$ cat src/rtl/cxd2545_soct_ctrl_pkg.sv
// Shared definitions for the CXD2545 SOCT status-readout controller:
// FSM states, command framing constants and status-word field layout.
package cxd2545_soct_ctrl_pkg;

  typedef enum logic [1:0] {
    ST_IDLE  = 2'd0,
    ST_LOAD  = 2'd1,
    ST_SHIFT = 2'd2
  } soct_state_t;

  localparam int CMD_BITS = 24;
  localparam int CMD_LEN_SHORT = 8;
  localparam int CMD_LEN_MID   = 16;
  localparam int CMD_LEN_LONG  = 24;

  // Mode-specification register; carries the SOCT-enable bit
  localparam logic [3:0] ADDR_MODE_SPEC = 4'h8;

  localparam int STATUS_BITS = 18;
  localparam int SW_PER_LSB  = 10;
  localparam int SW_C1_LSB   = 7;
  localparam int SW_C2_LSB   = 4;
  localparam int SW_FOK      = 3;
  localparam int SW_GFS      = 2;
  localparam int SW_LOCK     = 1;
  localparam int SW_EMPH     = 0;

  // PER is stored bit-reversed so the shifter emits its LSB first
  function automatic logic [STATUS_BITS-1:0] pack_status(
    input logic [7:0] per,
    input logic [2:0] c1,
    input logic [2:0] c2,
    input logic       fok,
    input logic       gfs,
    input logic       lock,
    input logic       emph
  );
    logic [STATUS_BITS-1:0] word;
    logic [7:0]             per_rev;
    for (int i = 0; i < 8; i++) per_rev[i] = per[7-i];
    word                    = '0;
    word[SW_PER_LSB +: 8]   = per_rev;
    word[SW_C1_LSB +: 3]    = c1;
    word[SW_C2_LSB +: 3]    = c2;
    word[SW_FOK]            = fok;
    word[SW_GFS]            = gfs;
    word[SW_LOCK]           = lock;
    word[SW_EMPH]           = emph;
    return word;
  endfunction

endpackage

$ cat src/rtl/cxd2545_sync_edge.sv
// Two-flop synchroniser for an asynchronous host line, with a third stage
// used to produce registered one-clock rise and fall pulses.
module cxd2545_sync_edge #(
  parameter logic IDLE_LEVEL = 1'b0
) (
  input  logic clk,
  input  logic rst,
  input  logic din,
  output logic level,
  output logic rise,
  output logic fall
);

  logic [2:0] sync_q;

  // Reset to the line's idle level so leaving reset does not fake an edge
  always_ff @(posedge clk or posedge rst) begin
    if (rst) begin
      sync_q <= {3{IDLE_LEVEL}};
      rise   <= 1'b0;
      fall   <= 1'b0;
    end else begin
      sync_q <= {sync_q[1:0], din};
      rise   <= sync_q[1] & ~sync_q[2];
      fall   <= ~sync_q[1] & sync_q[2];
    end
  end

  assign level = sync_q[2];

endmodule

$ cat src/rtl/cxd2545_soct_ctrl.sv
// CXD2545 SOCT readout sequencer: host command deserialiser, SOCT-enable
// tracking, frame-coherent status snapshot and sqck readout supervision.
module cxd2545_soct_ctrl
  import cxd2545_soct_ctrl_pkg::*;
#(
  parameter logic [3:0] SOCT_ADDR = ADDR_MODE_SPEC,
  parameter int         SOCT_BIT  = 1,
  parameter int         RD_BITS   = 18,
  parameter int         TIMEOUT   = 4095
) (
  input  logic        clk,
  input  logic        rst,
  input  logic        sclk_in,
  input  logic        data_in,
  input  logic        xlat_in,
  input  logic        sqck_in,
  input  logic        frame_stb,
  input  logic [7:0]  per_in,
  input  logic [2:0]  c1_in,
  input  logic [2:0]  c2_in,
  input  logic        fok_in,
  input  logic        gfs_in,
  input  logic        lock_in,
  input  logic        emph_in,
  output logic [17:0] status_word,
  output logic        soct_load,
  output logic        soct_en,
  output logic        busy,
  output logic        cmd_valid,
  output logic [3:0]  cmd_addr,
  output logic [19:0] cmd_data,
  output logic        rd_timeout
);

  localparam int BC_W = $clog2(CMD_BITS + 1);
  localparam int RC_W = $clog2(RD_BITS + 1);
  localparam int TM_W = $clog2(TIMEOUT + 1);
  localparam logic [BC_W-1:0] LEN_SHORT = BC_W'(CMD_LEN_SHORT);
  localparam logic [BC_W-1:0] LEN_MID   = BC_W'(CMD_LEN_MID);
  localparam logic [BC_W-1:0] LEN_LONG  = BC_W'(CMD_LEN_LONG);
  localparam logic [BC_W-1:0] LEN_MAX   = BC_W'(CMD_BITS);

  logic sclk_rise, sclk_lvl_unused, sclk_fall_unused;
  logic data_lvl, data_rise_unused, data_fall_unused;
  logic xlat_fall, xlat_lvl_unused, xlat_rise_unused;
  logic sqck_fall, sqck_lvl_unused, sqck_rise_unused;

  cxd2545_sync_edge #(.IDLE_LEVEL(1'b1)) u_sclk_sync (
    .clk(clk), .rst(rst), .din(sclk_in),
    .level(sclk_lvl_unused), .rise(sclk_rise), .fall(sclk_fall_unused)
  );
  cxd2545_sync_edge #(.IDLE_LEVEL(1'b0)) u_data_sync (
    .clk(clk), .rst(rst), .din(data_in),
    .level(data_lvl), .rise(data_rise_unused), .fall(data_fall_unused)
  );
  cxd2545_sync_edge #(.IDLE_LEVEL(1'b0)) u_xlat_sync (
    .clk(clk), .rst(rst), .din(xlat_in),
    .level(xlat_lvl_unused), .rise(xlat_rise_unused), .fall(xlat_fall)
  );
  cxd2545_sync_edge #(.IDLE_LEVEL(1'b1)) u_sqck_sync (
    .clk(clk), .rst(rst), .din(sqck_in),
    .level(sqck_lvl_unused), .rise(sqck_rise_unused), .fall(sqck_fall)
  );

  logic [CMD_BITS-1:0] cmd_sr;
  logic [BC_W-1:0]     bit_cnt;
  logic                word_ok;
  logic [3:0]          dec_addr;
  logic [19:0]         dec_data;
  logic [3:0]          dec_nib;
  logic                cmd_accept;
  logic                soct_en_nxt;

  // The address is always the first nibble received, so its position depends on length
  always_comb begin
    word_ok  = 1'b1;
    dec_addr = '0;
    dec_data = '0;
    dec_nib  = '0;
    case (bit_cnt)
      LEN_SHORT: begin
        dec_addr = cmd_sr[7:4];
        dec_data = {16'b0, cmd_sr[3:0]};
        dec_nib  = cmd_sr[3:0];
      end
      LEN_MID: begin
        dec_addr = cmd_sr[15:12];
        dec_data = {8'b0, cmd_sr[11:0]};
        dec_nib  = cmd_sr[11:8];
      end
      LEN_LONG: begin
        dec_addr = cmd_sr[23:20];
        dec_data = cmd_sr[19:0];
        dec_nib  = cmd_sr[19:16];
      end
      default: word_ok = 1'b0;
    endcase
  end

  assign cmd_accept  = xlat_fall & word_ok;
  assign soct_en_nxt = (cmd_accept && dec_addr == SOCT_ADDR) ? dec_nib[SOCT_BIT] : soct_en;

  always_ff @(posedge clk or posedge rst) begin
    if (rst) begin
      cmd_sr    <= '0;
      bit_cnt   <= '0;
      cmd_valid <= 1'b0;
      cmd_addr  <= '0;
      cmd_data  <= '0;
      soct_en   <= 1'b0;
    end else begin
      cmd_valid <= cmd_accept;
      soct_en   <= soct_en_nxt;
      if (cmd_accept) begin
        cmd_addr <= dec_addr;
        cmd_data <= dec_data;
      end
      if (xlat_fall) begin
        bit_cnt <= '0;
      end else if (sclk_rise && bit_cnt != LEN_MAX) begin
        cmd_sr  <= {cmd_sr[CMD_BITS-2:0], data_lvl};
        bit_cnt <= bit_cnt + 1'b1;
      end
    end
  end

  soct_state_t     state, state_nxt;
  logic [RC_W-1:0] rd_cnt;
  logic [TM_W-1:0] tmr;
  logic            restart, rd_done, rd_expired;

  assign restart    = xlat_fall & soct_en_nxt;
  assign rd_done    = (rd_cnt == RC_W'(RD_BITS));
  assign rd_expired = (tmr == TM_W'(TIMEOUT));

  always_ff @(posedge clk or posedge rst) begin
    if (rst) state <= ST_IDLE;
    else     state <= state_nxt;
  end

  always_comb begin
    state_nxt = state;
    case (state)
      ST_IDLE:  if (restart) state_nxt = ST_LOAD;
      ST_LOAD:  state_nxt = ST_SHIFT;
      ST_SHIFT: begin
        if (restart)                    state_nxt = ST_LOAD;
        else if (rd_done || rd_expired) state_nxt = ST_IDLE;
      end
      default:  state_nxt = ST_IDLE;
    endcase
  end

  always_comb begin
    soct_load  = (state == ST_LOAD);
    busy       = (state == ST_SHIFT);
    rd_timeout = (state == ST_SHIFT) && !restart && !rd_done && rd_expired;
  end

  // Counters only live while we stay in SHIFT; any exit or restart clears them
  always_ff @(posedge clk or posedge rst) begin
    if (rst) begin
      rd_cnt <= '0;
      tmr    <= '0;
    end else if (state != ST_SHIFT || state_nxt != ST_SHIFT) begin
      rd_cnt <= '0;
      tmr    <= '0;
    end else if (sqck_fall) begin
      rd_cnt <= rd_cnt + 1'b1;
      tmr    <= '0;
    end else begin
      tmr <= tmr + 1'b1;
    end
  end

  logic [STATUS_BITS-1:0] frame_word, shadow;
  logic                   shadow_pend, hold;

  assign frame_word = pack_status(per_in, c1_in, c2_in, fok_in, gfs_in, lock_in, emph_in);
  assign hold       = (state == ST_SHIFT) && (state_nxt == ST_SHIFT);

  // While a readout is in flight the word is frozen; newer frames wait in the shadow
  always_ff @(posedge clk or posedge rst) begin
    if (rst) begin
      status_word <= '0;
      shadow      <= '0;
      shadow_pend <= 1'b0;
    end else if (hold) begin
      if (frame_stb) begin
        shadow      <= frame_word;
        shadow_pend <= 1'b1;
      end
    end else if (frame_stb) begin
      status_word <= frame_word;
      shadow_pend <= 1'b0;
    end else if (shadow_pend) begin
      status_word <= shadow;
      shadow_pend <= 1'b0;
    end
  end

endmodule

$ cat config.mk
export PLATFORM = sky130hd
export DESIGN_NAME = cxd2545_soct_ctrl
export DESIGN_NICKNAME = d
export VERILOG_FILES = /design/src/rtl/cxd2545_soct_ctrl_pkg.sv /design/src/rtl/cxd2545_sync_edge.sv /design/src/rtl/cxd2545_soct_ctrl.sv
export SDC_FILE = /design/constraint.sdc
export NUM_CORES = 1
export LEC_CHECK = 0
export ABC_AREA = 1
export CAP_MARGIN = 20
export CORE_MARGIN = 2
export CORE_UTILIZATION = 45
export DETAILED_ROUTE_END_ITERATION = 10
export PLACE_DENSITY = 0.67
export REMOVE_ABC_BUFFERS = 1
export SLEW_MARGIN = 20
export SYNTH_ARGS = -nofsm -noshare
export SYNTH_HDL_FRONTEND = slang
export SYNTH_SLANG_ARGS = --single-unit
$ cat constraint.sdc
create_clock -name clk -period 5 [get_ports clk]
set_clock_uncertainty 0.05 [all_clocks]
set_input_delay 0.5 -clock clk [delete_from_list [all_inputs] [get_ports clk]]
set_output_delay 0.5 -clock clk [all_outputs]
set_load 0.02 [all_outputs]
After elaboration in Yosys (flattened, before gate mapping)
Index checks and enable logic that the tools add are counted.

Logic and storage cells: 82. Output and inout port bits: 47. Input bits: 25. Flip-flop bits (word level): 126.

Bitwise operators: 10. Reductions and logical operators: 18. Add/subtract/negate cells: 3. Eq/ne operators: 13. Multiplexer cells: 19.

Operators with widths (count): 20-bit case mux with 3 select lines (1); 18-bit 2-to-1 mux (2); 12-bit 2-to-1 mux (2); 5-bit 2-to-1 mux (4); 5-bit equality test, second input constant (3); 12-bit by 1-bit adder with 12-bit output, second input constant (1); 12-bit equality test, second input constant (1); 2-bit case mux with 3 select lines (2); 4-bit case mux with 3 select lines (1); 5-bit by 1-bit adder with 5-bit output, second input constant (2); 1-bit logical AND (6); 2-bit 2-to-1 mux (3); 2-bit inequality test, second input constant (3); 2-bit AND reduction (3); 2-bit nonzero test (3); 1-bit bitwise AND (5); 5-bit by 4-bit equality test with 1-bit output, second input constant (1); 5-bit inequality test, second input constant (1); 1-bit inverter (5); 2-bit equality test, second input constant (2); 4-bit equality test, second input constant (1); 1-bit 2-to-1 mux (4); 3-bit OR reduction (1); 2-bit by 1-bit equality test with 1-bit output, second input constant (1); other kinds (3) (5).

Longest topological paths before layout
Gate-level depths: netlist of the first run.

Depth in word-level cells: 13. Gate-level depth with buffers: 17. Mapped depth without buffers: 16.

Hierarchy
Synthesis of the first run repeated with hierarchy kept, for this count alone.

Cells, all modules: 615. Area, all modules: 5581.6 um^2.

Modules (own cells, without submodules): cxd2545_soct_ctrl (area each 4998.5 um^2, seq. area each 2777.7 um^2, cells an instance 575, instances 1); cxd2545_sync_edge at u_sclk_sync ... (area each 147.6 um^2, seq. area each 128.9 um^2, cells an instance 10, instances 2); cxd2545_sync_edge at u_data_sync ... (area each 143.9 um^2, seq. area each 125.1 um^2, cells an instance 10, instances 2).

Worst setup path before layout of the first run
No wires, ideal clock.

Kind: reg2out. Start point: register bit_cnt[0]. End point: output port rd_timeout. Setup slack: 2.351 ns. Cell stages (with the launch flop): 14. Data arrival time: 2.099 ns. Required time: 4.450 ns. Buffers on the path: 1. Cell sequence: dfrtp_1 > inv_1 > ha_1 > nand2_1 > nor2_2 > buf_2 > nand3_1 > nand3_1 > nand2_2 > nor2_4 > nand3_2 > nand3_2 > nand2_1 > nor3b_1.

Longest elaborated chain between the ends: 11. Elaborated cells on any way between the ends: 16. Those cells by class: 4 x eq/ne; 4 x mux; 2 x bitwise; 6 x reduce/logical.

Ends and longest elaborated chain: from (decl) (RTL line cxd2545_soct_ctrl.sv:66) `logic [BC_W-1:0] bit_cnt;`; from (signal assigned) (RTL line cxd2545_soct_ctrl.sv:122) `bit_cnt <= bit_cnt + 1'b1;`; parallel branches: the longest is 5 deep, another holds 5-bit equality test; 1-bit 2-to-1 mux * (RTL line cxd2545_soct_ctrl.sv:101) `assign soct_en_nxt = (cmd_accept && dec_addr == SOCT_ADDR) ? dec_nib[SOCT_BIT] : soct_en;`; 1-bit bitwise AND * (RTL line cxd2545_soct_ctrl.sv:132) `assign restart = xlat_fall & soct_en_nxt;`; 1-bit logical NOT * (RTL line cxd2545_soct_ctrl.sv:157) `rd_timeout = (state == ST_SHIFT) && !restart && !rd_done && rd_expired;`; 1-bit logical AND * (3 in a row) (RTL line cxd2545_soct_ctrl.sv:157); to (decl) (RTL line cxd2545_soct_ctrl.sv:32) `output logic rd_timeout`.

Every way passes the cells marked *.

Final worst setup path of the first run
Start point: register bit_cnt[0]. End point: output port rd_timeout.

Longest elaborated chain between the ends: 11. Elaborated cells on any way between the ends: 16. Those cells by class: 4 x eq/ne; 4 x mux; 2 x bitwise; 6 x reduce/logical.

Ends and longest elaborated chain: 5-bit equality test or 5-bit by 4-bit equality test with 1-bit output (tied branches) (RTL line cxd2545_soct_ctrl.sv:80) `case (bit_cnt)`; 3-bit OR reduction (no source line) *; 1-bit 2-to-1 mux * (RTL line cxd2545_soct_ctrl.sv:80); 1-bit bitwise AND * (RTL line cxd2545_soct_ctrl.sv:100) `assign cmd_accept = xlat_fall & word_ok;`; via cmd_accept (RTL line cxd2545_soct_ctrl.sv:71) `logic cmd_accept;`; 1-bit logical AND * (RTL line cxd2545_soct_ctrl.sv:101); 1-bit 2-to-1 mux * (RTL line cxd2545_soct_ctrl.sv:101); 1-bit bitwise AND * (RTL line cxd2545_soct_ctrl.sv:132); 1-bit logical NOT * (RTL line cxd2545_soct_ctrl.sv:157); 1-bit logical AND * (3 in a row) (RTL line cxd2545_soct_ctrl.sv:157).

The timed path passes the listed nets; every way through them passes the cells marked *.

==> results of run 1 <==
-- logic make-up (layout without fill, tap and decap cells) --
family          count (synthesis)  count (layout)  share of synthesized area (%)
buf+inv                        67             152                          5.276
compound gates                 47              47                          4.711
simple gates                  344             344                          28.01
fa+ha+maj                       5               5                          1.178
flops                         126             126                          59.51
xor+xnor                        8               8                          1.319
-- report_power, final --
part | switching, mW | internal [mW]
registers | 0.0526 | 1.10
logic | 0.131 | 0.0845
clock network | 0.400 | 0.750
total | 0.583 | 1.93
-- critical path, delay by kind of cell, from the launching register on --
kind	cells	cell delay [ns]
and+or+nand+nor	10	1.41
buffers and inverters	2	0.75
DFF	1	0.38
adders and majority gates	1	0.18
-- stage by stage --
step / hold slack [ns] / setup WS (ns) / cell area [µm²]
final: 0.2951 / 1.321 / 6679
after global routing: 0.3072 / 1.083 / 6679
after CTS: 0.2976 / 1.300 / 6676
after detailed placement: 0.2856 / 1.763 / 6118
after global placement: 0.2836 / 1.830 / 6118
after floorplan: 0.2812 / 1.104 / 5204
-- cell usage in the layout, fill, tap and decap left out, drive strengths merged, types with 6 or more instances in the layout --
master and instances:
nand3 50, dfrtp 120, nand2 234, nor2 44
inv 46, o21ai 28, nor3 8, clkbuf 31
dfstp 6, a21oi 13, xor2 6, clkdlybuf4s50 71
-- state kept, by name (all words and copies together) (netlist names), 4 cells and up --
register	flops
status_word	18
cmd_addr	4
cmd_sr	24
tmr	12
cmd_data	20
bit_cnt	5
rd_cnt	5
shadow	18
-- area by class of cell --
| type | count | area (µm²) |
|---|---|---|
| Fill cell | 996 | 4788 |
| Timing Repair Buffer | 74 | 733.2 |
| Inverter | 46 | 177.7 |
| Sequential cell | 126 | 3161 |
| Tap cell | 143 | 178.9 |
| Clock buffer | 31 | 528.0 |
| Clock inverter | 1 | 30.03 |
| Multi-Input combinational cell | 404 | 1871 |
-- per-layer routing --
layer | track usage (%) | share of wire (%)
met5 | 0 | 0
met4 | 8.618 | 2.0
met3 | 5.238 | 5.0
met2 | 28.90 | 46
met1 | 25.07 | 47
-- final timing paths --
kind / start / to / slack [ns] / depth (start not counted)
max in group asynchronous: rst / u_sqck_sync.sync_q[0] / 3.25 / 3
worst max register to register: bit_cnt[0] / status_word[7] / 2.12 / 13
worst min register to register: u_data_sync.sync_q[1] / u_data_sync.sync_q[2] / 0.30 / 0
min in group asynchronous: rst / u_xlat_sync.sync_q[1] / 0.55 / 2
worst min-delay path: u_data_sync.sync_q[1] / u_data_sync.sync_q[2] / 0.30 / 0
worst max-delay path: bit_cnt[0] / rd_timeout / 1.32 / 13
==> qor.txt, run 1 <==
initial detailed-routing violation count -> 284
Max clock buf depth -> 2
Layout area overhead -> 25.75%
most frequent cell after synthesis -> nand2_1
most frequent cells after synthesis -> nand2_1, dfrtp_1, nand3_1
area share of the largest cell type after synthesis -> 56.54%
CP startpoint kind -> flop
clock sink count -> 126
P_leak -> 3.323 nW
crit-path cells -> inv_1 > ha_1 > nand2_1 > nor2_2 > nor2_2 > nor2_8 > nand2_2 > nor2_4 > nand3_2 > nand3_2 > nand2_1 > nor3b_1 > clkdlybuf4s50_1
Core Footprint -> 11470 µm²
synthesized area per cell -> 8.897 µm²
die height -> 112.6 µm
CTS resizes -> 0
worst hold path type -> reg2reg
Required @ worst endpoint -> 4.45 ns
Initial DRT Pass Iterations -> 4
total power -> 2.517 mW
relative slew slack -> 41.90%
# diodes -> 0
worst-margin pin slew -> 0.8705 ns
gr ovfl total -> 0
Routed Antenna Nets -> 0
outcome -> complete, no violations
Top FF cell, synth -> dfrtp_1
part of the cycle the worst path needs -> 73.58%
worst skew pair latency -> 0.41 ns
PortBufs -> 71
Layout Utilization -> 58.24%
CTS tree -> yes
vias in the first global route -> 4123
clk root buf -> clkbuf_16
via count -> 4114
post-layout min period -> 3.679 ns
CP Max Fanout -> 11
final setup fails -> 0
FFs w/ async S/R, synth -> 100.0%
slowest stage cell, crit path -> clkdlybuf4s50_1
CTS H-Tree Depth -> 4
placer congestion estimate -> 0.8521
via/cell ratio -> 4.987
I/O pin total -> 72
Yosys warning total -> 0
nets -> 699
number of buffers created by CTS -> 17
largest net degree at the start of global routing -> 88
first-pass GRT wire length -> 19050 µm
Synth Register Bits -> 126
placed cell count -> 793
initial antenna violation count -> 0
Max Clock Freq -> 0.2718 GHz
Peak supply drop -> 0.2583 mV
sequential fraction of the synthesis area -> 59.51%
EDFF count, synth -> 0
Cells after Synth -> 597
GRT Total Usage -> 18.84%
Unique masters post-synth -> 31
critical path arrival -> 3.13 ns
share of layout cells above drive strength 1 -> 7.185%
Post-Syn Area -> 5311 µm²
drt total wl -> 11080 µm
crit end category -> primary output
top cells by area, synth -> dfrtp_1, nand2_1, nand3_1
# rows -> 39
Slew Viols, Final -> 0
Sum Neg Setup Slack -> 0 ns
Largest stage delay, worst path -> 0.63 ns
fin cells -> 825
dpl hpwl -> 7333 µm
drt wl/cell -> 13.43 µm
PD cells -> 376.8 nW/µm²
hold_buf cts -> 0
max cap viols -> 0
DR DRC count -> 0
Hold Fails Final Rpt -> 0
clock slew at reported path FFs -> 0.05 ns
die width -> 112.6 µm
dominant cell type by area after synthesis -> dfrtp_1
unrepaired setup endpoints after global routing -> false
Post CTS Setup Buffer Count -> 0
Total Die Area -> 12690 µm²
Initial Util -> 46.32%
critical path class -> reg2out
Note: power is estimated with default switching activity, not from simulation.
==> run 2, diff against run 1 <==
--- a/config.mk
+++ b/config.mk
@@ -10,7 +10,7 @@
 export CORE_MARGIN = 2
 export CORE_UTILIZATION = 45
 export DETAILED_ROUTE_END_ITERATION = 10
-export PLACE_DENSITY = 0.67
+export PLACE_DENSITY = 0.7
 export REMOVE_ABC_BUFFERS = 1
 export SLEW_MARGIN = 20
 export SYNTH_ARGS = -nofsm -noshare
==> constraint.sdc (replaced) <==
create_clock -name clk -period 3 [get_ports clk]
set_clock_uncertainty 0.05 [all_clocks]
set_input_delay 0.3 -clock clk [delete_from_list [all_inputs] [get_ports clk]]
set_output_delay 0.3 -clock clk [all_outputs]
set_load 0.02 [all_outputs]
==> qor.txt, run 2 (synthesis results as in run 1) <==
worst-margin pin slew -> 0.8677 ns (-0.002809 ns)
CP startpoint kind -> flop
worst skew pair latency -> 0.41 ns (about the same)
Initial DRT Pass Iterations -> 5 (+1)
dpl ws -> -0.002268 ns (-1.766 ns)
drt wl/cell -> 14.21 µm (+5.9%)
Layout area overhead -> 29.00%
Core Footprint -> 11470 µm² (unchanged)
Largest regs -> cmd_sr x24, cmd_data x20
critical path arrival -> 2.43 ns (-0.70 ns)
initial antenna violation count -> 0 (unchanged)
commonest non-fill, non-tap cell in the layout -> nand2_1
critical path class -> reg2out
CP startpoint -> bit_cnt[1]
hold_buf cts -> 0 (unchanged)
unrepaired setup endpoints after global routing -> false
worst hold path type -> in2reg
Int Pwr -> 3.428 mW (+77%)
first-pass GRT wire length -> 20510 µm (+7.6%)
die height -> 112.6 µm (unchanged)
Max clock buf depth -> 2 (unchanged)
gr ovfl total -> 0 (unchanged)
CP Max Fanout -> 5 (-6)
Net Sw Frac -> 23.41% (+0.25 points)
Hold Fails Final Rpt -> 0 (unchanged)
reg-to-reg slack, setup -> 0.42 ns (-1.70 ns)
drt total wl -> 11850 µm (+7.0%)
outcome -> complete, no violations
post-layout min period -> 2.777 ns
# diodes -> 0 (unchanged)
clock slew at reported path FFs -> 0.05 ns (about the same)
CTS H-Tree Depth -> 4 (unchanged)
GRT Total Usage -> 20.40% (+1.6 points)
PortBufs -> 71 (unchanged)
clk root buf -> clkbuf_16
max cap viols -> 0 (unchanged)
nets -> 708 (+1.3%)
reg-to-reg startpoint -> bit_cnt[1]
via count -> 4187 (+1.8%)
share of layout cells above drive strength 1 -> 10.71% (+3.5 points)
Clock power frac -> 48.7% (+3.0 points)
Flop pwr share -> 43.0% (-2.8 points)
placed cell area -> 6191 µm² (+1.2%)
Routed Antenna Nets -> 0 (unchanged)
Total Die Area -> 12690 µm² (unchanged)
hold slack -> 0.2446 ns (-0.05050 ns)
Comb power frac -> 8.3% (-0.2 points)
most frequent cells in the layout -> nand2_1, dfrtp_1, clkdlybuf4s50_1, nand3_1, inv_1
max reg flops -> 24 (unchanged)
via/cell ratio -> 5.020 (+0.68%)
clock sink count -> 126 (unchanged)
Psw -> 1.048 mW (+80%)
Peak supply drop -> 0.4610 mV (+78%)
CTS tree -> yes
DR DRC count -> 0 (unchanged)
dpl hpwl -> 7821 µm (+6.6%)
Initial Util -> 46.32% (unchanged)
Required @ worst endpoint -> 2.65 ns (-1.80 ns)
PD cells -> 653.3 nW/µm² (+73%)
I/O pin total -> 72 (unchanged)
number of buffers created by CTS -> 17 (unchanged)
die width -> 112.6 µm (unchanged)
Hold Startpoint -> sclk_in
initial detailed-routing violation count -> 254 (-11%)
post-route cell area -> 6852 µm² (+2.6%)
Slew Viols, Final -> 0 (unchanged)
final worst-path setup slack -> 0.2232 ns (-1.098 ns)
part of the cycle the worst path needs -> 92.56%
relative slew slack -> 42.09% (+0.19 points)
final setup fails -> 0 (unchanged)
# rows -> 39 (unchanged)
P_leak -> 3.415 nW (+2.7%)
largest net degree at the start of global routing -> 48 (-45%)
placer congestion estimate -> 0.8974 (+5.3%)
crit end category -> primary output
Max Clock Freq -> 0.3601 GHz
Top reg by flops -> cmd_sr
vias in the first global route -> 4288 (+4.0%)
## run 2: cell types whose count changed in the layout (fill, tap and decap cells not counted), moves of 2 or more
cell       change
buf_4          +8
bufinv_16      +3
clkbuf_1       -8
clkbuf_8       -2
clkinv_2       +5
nand2_1        -2
nand2_2        +2
## run 2: layer usage
layer / GRT usage, % / share of wire [%] / vias up
li1: - / - / 2040
met1: 26.09 / 44 / 1998
met2: 33.05 / 49 / 130
met3: 5.994 / 5.7 / 19
met4: 7.642 / 1.9 / 0
met5: 0 / 0 / -
## run 2: worst paths after layout
check	to	cells past startpoint
max in group asynchronous	cmd_sr[11]	3
worst max register to register	tmr[6]	13
worst min register to register	u_data_sync.sync_q[2]	0
worst min-delay path	u_sclk_sync.sync_q[0]	1
worst max-delay path	rd_timeout	13
min in group asynchronous	tmr[7]	2
## run 2: per-stage QoR
step                std cells  utilization, %   TNS (ns)  power [mW]
global placement          801           53.99          0       2.303
finish                    834           59.75          0       4.476
detailed placement        801           53.99  -0.002268       2.318
floorplan                 576               -     -83.52       2.136
global route              834           59.75          0       4.650
CTS                       834           59.62          0       4.514
## run 2: what timing repair did
| item | CTS | global route |
|---|---|---|
| resized for setup | 8 | 6 |
| cloned | 1 | 0 |
| pin swaps | 1 | 1 |
| endpoints found under the setup margin | 1 | 1 |
| setup buffers | 0 | 0 |
## run 2: critical path, cell delays in order, from the launching register on
cell	delay, ns
dfrtp_1	0.38
inv_1	0.11
ha_2	0.21
nand2_2	0.10
nor2_2	0.23
nand3_1	0.11
nand3_1	0.15
nor2_2	0.07
nand2_1	0.07
nand2_1	0.08
nand3_2	0.09
nand2_1	0.07
nor3b_2	0.18
buf_4	0.16
## run 2: area by class of cell
| class | count | area [µm²] |
|---|---|---|
| Sequential cell | 126 | 3161 |
| Clock buffer | 21 | 470.5 |
| Timing Repair Buffer | 82 | 803.3 |
| Fill cell | 979 | 4616 |
| Multi-Input combinational cell | 405 | 1902 |
| Tap cell | 143 | 178.9 |
| Clock inverter | 11 | 161.4 |
| Inverter | 46 | 175.2 |
## run 2: power by group through the flow
stage | combinational [mW] | sequential, mW | clock (mW)
2_1_floorplan | 0.186 | 1.95 | 0
3_3_place_gp | 0.356 | 1.95 | 0
3_5_place_dp | 0.370 | 1.95 | 0
4_1_cts | 0.375 | 1.92 | 2.22
5_1_grt | 0.421 | 1.94 | 2.29
6_report | 0.370 | 1.92 | 2.18
==> RTL change 1, RTL diff (config.mk and constraints of run 2) <==
`RD_BITS`: 18 -> 14.
--- a/src/rtl/cxd2545_soct_ctrl.sv
+++ b/src/rtl/cxd2545_soct_ctrl.sv
@@ -7,3 +7,3 @@
   parameter int         SOCT_BIT  = 1,
-  parameter int         RD_BITS   = 18,
+  parameter int         RD_BITS   = 14,
   parameter int         TIMEOUT   = 4095
Check against the original RTL: same outputs for any inputs over 10 cycles, from zero or initial values and one cycle with rst high; that may be too few to reach the edited logic, so the function may still have changed.
==> RTL change 1 against run 2 <==
- worst setup slack lost 0.024 ns
- design area shrank 1.4%
- routed wire length shrank 4.2%
- register-to-register slack gained 0.02 ns
- area after synthesis shrank 0.80%
- sequential cell count shrank 1
- sequential share of layout area grew 0.30 points
- total power shrank 2.7%
- non-clock buffer count shrank 2
==> RTL change 1: results (changes against run 2) <==
Worst hold path
  • Hold crit path type: in2async

Global routing
  • Global-route wire length before repair: 19670 um (-4.1%)
  • Largest net degree at the start of global routing: 72 (+50%)
  • All-layer global routing usage: 19.63% (-0.77 points)

Synthesis
  • Xor/xnor cell area share of the yosys netlist: 1.330% (+0.011 points)
  • Synth area leaders: dfrtp_1, nand2_1, nand3_1
  • Commonest cells post-synth: nand2_1, dfrtp_1, nand3_1
  • Synth Area in Adders: 1.187% (+0.0095 points)
  • Compound-Gate Fraction of Synth Area: 5.699% (+0.99 points)
  • Synth unique cells: 34 (+9.7%)

Placed design
  • Placed Area: 6123 sq um (-1.1%)
  • GPL Wtd Cong: 0.8591 (-4.3%)
  • HPWL Detailed: 7619 um (-2.6%)

Setup path
  • Crit-path max FO: 6 (+1)
  • CP arrival: 2.45 ns (+0.02 ns)

Status
  • Outcome: finished, final reports clean

Power and ir drop
  • Cell Int Power: 3.337 mW (-2.7%)
  • Leakage power: 3.302 nW (-3.3%)
  • Peak supply drop: 0.4478 mV (-2.9%)
  • Comb pwr share: 8.6% (+0.3 points)

Layout
  • Final nets: 695 (-1.8%)
  • Share of cells above drive strength 1: 9.897% (-0.81 points)

Routing
  • Wirelength, routed: 11350 um (-4.2%)
  • Vias: 4095 (-2.2%)

Timing
  • Worst-Margin Slew: 0.5977 ns (-0.2700 ns)
-- RTL change 1: changes by cell type in the layout (fill, tap and decap cells not counted), moves of 2 or more --
cell / before / now
buf_4: 11 / 9
bufinv_16: 4 / 2
clkbuf_8: 3 / 7
clkinv_2: 5 / 2
inv_2: 4 / 2
nand2_1: 229 / 220
nor2_8: 3 / 1
nor3_1: 7 / 5
o31ai_1: 5 / 9
-- RTL change 1: worst paths after layout --
kind                                                      start                              end  slack, ns  cells after the start
min in group clk                                        sqck_in  u_sqck_sync.sync_q[0]$_DFF_PP1_       0.25                      1
worst min register to register  u_data_sync.sync_q[1]$_DFF_PP0_  u_data_sync.sync_q[2]$_DFF_PP0_       0.30                      0
max in group asynchronous                                   rst  u_sclk_sync.sync_q[0]$_DFF_PP1_       1.99                      3
worst min-delay path                                        rst      status_word[14]$_DFFE_PP0P_       0.16                      2
worst max-delay path                     bit_cnt[0]$_DFFE_PP0P_                       rd_timeout       0.20                     14
worst max register to register           bit_cnt[0]$_DFFE_PP0P_         cmd_data[18]$_DFFE_PP0N_       0.44                      9
-- RTL change 1: final cells by class --
type	count	area (sq um)	area share, %
Clock buffer	26	529.3	7.838
Clock inverter	5	77.57	1.149
Inverter	45	175.2	2.594
Multi-Input combinational cell	396	1868	27.66
Sequential cell	125	3136	46.43
Tap cell	143	178.9	2.650
Timing Repair Buffer	80	788.3	11.67
-- RTL change 1: timing repair --
item | 4_1_cts | 5_1_grt
hold buffers | 0 | 0
gates resized for setup | 4 | 5
pin swaps | 0 | 1
endpoints found under the setup margin | 1 | 15
buffers inserted | 0 | 1
-- RTL change 1: routing by layer --
metal	vias to the layer above	wire length, um	track usage [%]
li1	2009	-	-
met3	19	640	5.940
met4	0	184	9.024
met5	-	0	0
met2	140	5381	29.84
met1	1927	5146	26.09
==> RTL change 2, RTL diff (settings of run 2) <==
Made on the original files. Encoding of `soct_state_t`: now one-hot (3 bits for 3 states).
--- a/src/rtl/cxd2545_soct_ctrl_pkg.sv
+++ b/src/rtl/cxd2545_soct_ctrl_pkg.sv
@@ -4,6 +4,6 @@
 
-  typedef enum logic [1:0] {
-    ST_IDLE  = 2'd0,
-    ST_LOAD  = 2'd1,
-    ST_SHIFT = 2'd2
+  typedef enum logic [2:0] {
+    ST_IDLE  = 3'b001,
+    ST_LOAD  = 3'b010,
+    ST_SHIFT = 3'b100
   } soct_state_t;
Behaviour: no difference found for any inputs over 10 cycles, from zero or initial values and one cycle with rst high; not proved beyond that.
==> RTL change 2 against run 2 <==
- sequential cell count grew 1
- total power shrank 6.3%
- worst setup slack lost 0.062 ns
- design area grew 1.6%
- routed wire length grew 3.2%
- first-iteration DRC count grew 17%
- area after synthesis grew 3.1%
- die area grew 3.0%
- critical path type unchanged
- largest cell class unchanged
==> RTL change 2: results (changes against run 2) <==
Clock network
  • Post-CTS resize count: 6 (-2)
  • Num Clock Sinks: 127 (+0.79%)

Placed design
  • Cell count after placement: 808 (+0.87%)
  • GPL Wtd Cong: 0.8415 (-6.2%)
  • Placed Area: 6367 sq um (+2.8%)

Status
  • Outcome: finished, final reports clean

Synthesis
  • Compound-Gate Fraction of Synth Area: 5.596% (+0.88 points)
  • Xor/xnor cell area share of the yosys netlist: 1.919% (+0.60 points)
  • Synth Area in Adders: 1.142% (-0.036 points)
  • Avg Inst Size Synth: 9.114 sq um (+2.4%)

Worst hold path
  • Hold crit path type: in2async

Layout
  • Comb_multi_in: 406 (+0.25%)
  • Clkbuf count: 23 (+9.5%)
  • Nonclk buf count: 86 (+4.9%)
  • Area occupied by multi-input gates: 2018 sq um (+6.1%)

Setup path
  • Reg2reg start: bit_cnt[0]$_DFFE_PP0P_
  • Reg2Reg Capture Point: status_word[15]$_DFFE_PP0P_
  • CP arrival: 2.49 ns (+0.06 ns)
  • Worst r2r path cells: 17 (+4)

Global routing
  • Met3 global-route usage: 5.823% (-0.17 points)
  • Vias in the first global route: 4289 (+0.023%)
  • Largest net degree at the start of global routing: 49 (+2.1%)
  • All-layer global routing usage: 20.03% (-0.37 points)
  • Grt met1 use: 27.06% (+0.96 points)

Routing
  • Post-DR wirelength/cell: 14.57 um (+2.5%)
  • Vias: 4368 (+4.3%)
  • 1st-iter DRT viols: 297 (+17%)

Power and ir drop
  • Cell Int Power: 3.212 mW (-6.3%)
[RTL change 2: cell count changes in the layout (fill, tap and decap cells not counted), sizes merged, moves of 3 or more]
cell          run 2  this run
inv              47        44
nand4             5        24
buf              12        16
o31ai             5         8
nor3              8         5
nand2           234       213
[RTL change 2: worst max path at each step]
stage / cells past startpoint / slack, ns / end / startpoint
after CTS: 15 / 0.08 / rd_timeout / bit_cnt[0]$_DFFE_PP0P_
after global placement: 15 / 0.12 / rd_timeout / bit_cnt[0]$_DFFE_PP0P_
after floorplan: 1 / -0.72 / bit_cnt[0]$_DFFE_PP0P_ / rst
final: 15 / 0.16 / rd_timeout / bit_cnt[0]$_DFFE_PP0P_
after detailed placement: 15 / 0.01 / rd_timeout / bit_cnt[0]$_DFFE_PP0P_
after global routing: 15 / 0.003 / rd_timeout / bit_cnt[0]$_DFFE_PP0P_
[RTL change 2: per-layer routing]
metal	wire length [um]	part of all wire [%]
met3	664	5.4
met2	5716	47
met4	227	1.9
met1	5629	46
met5	0	0
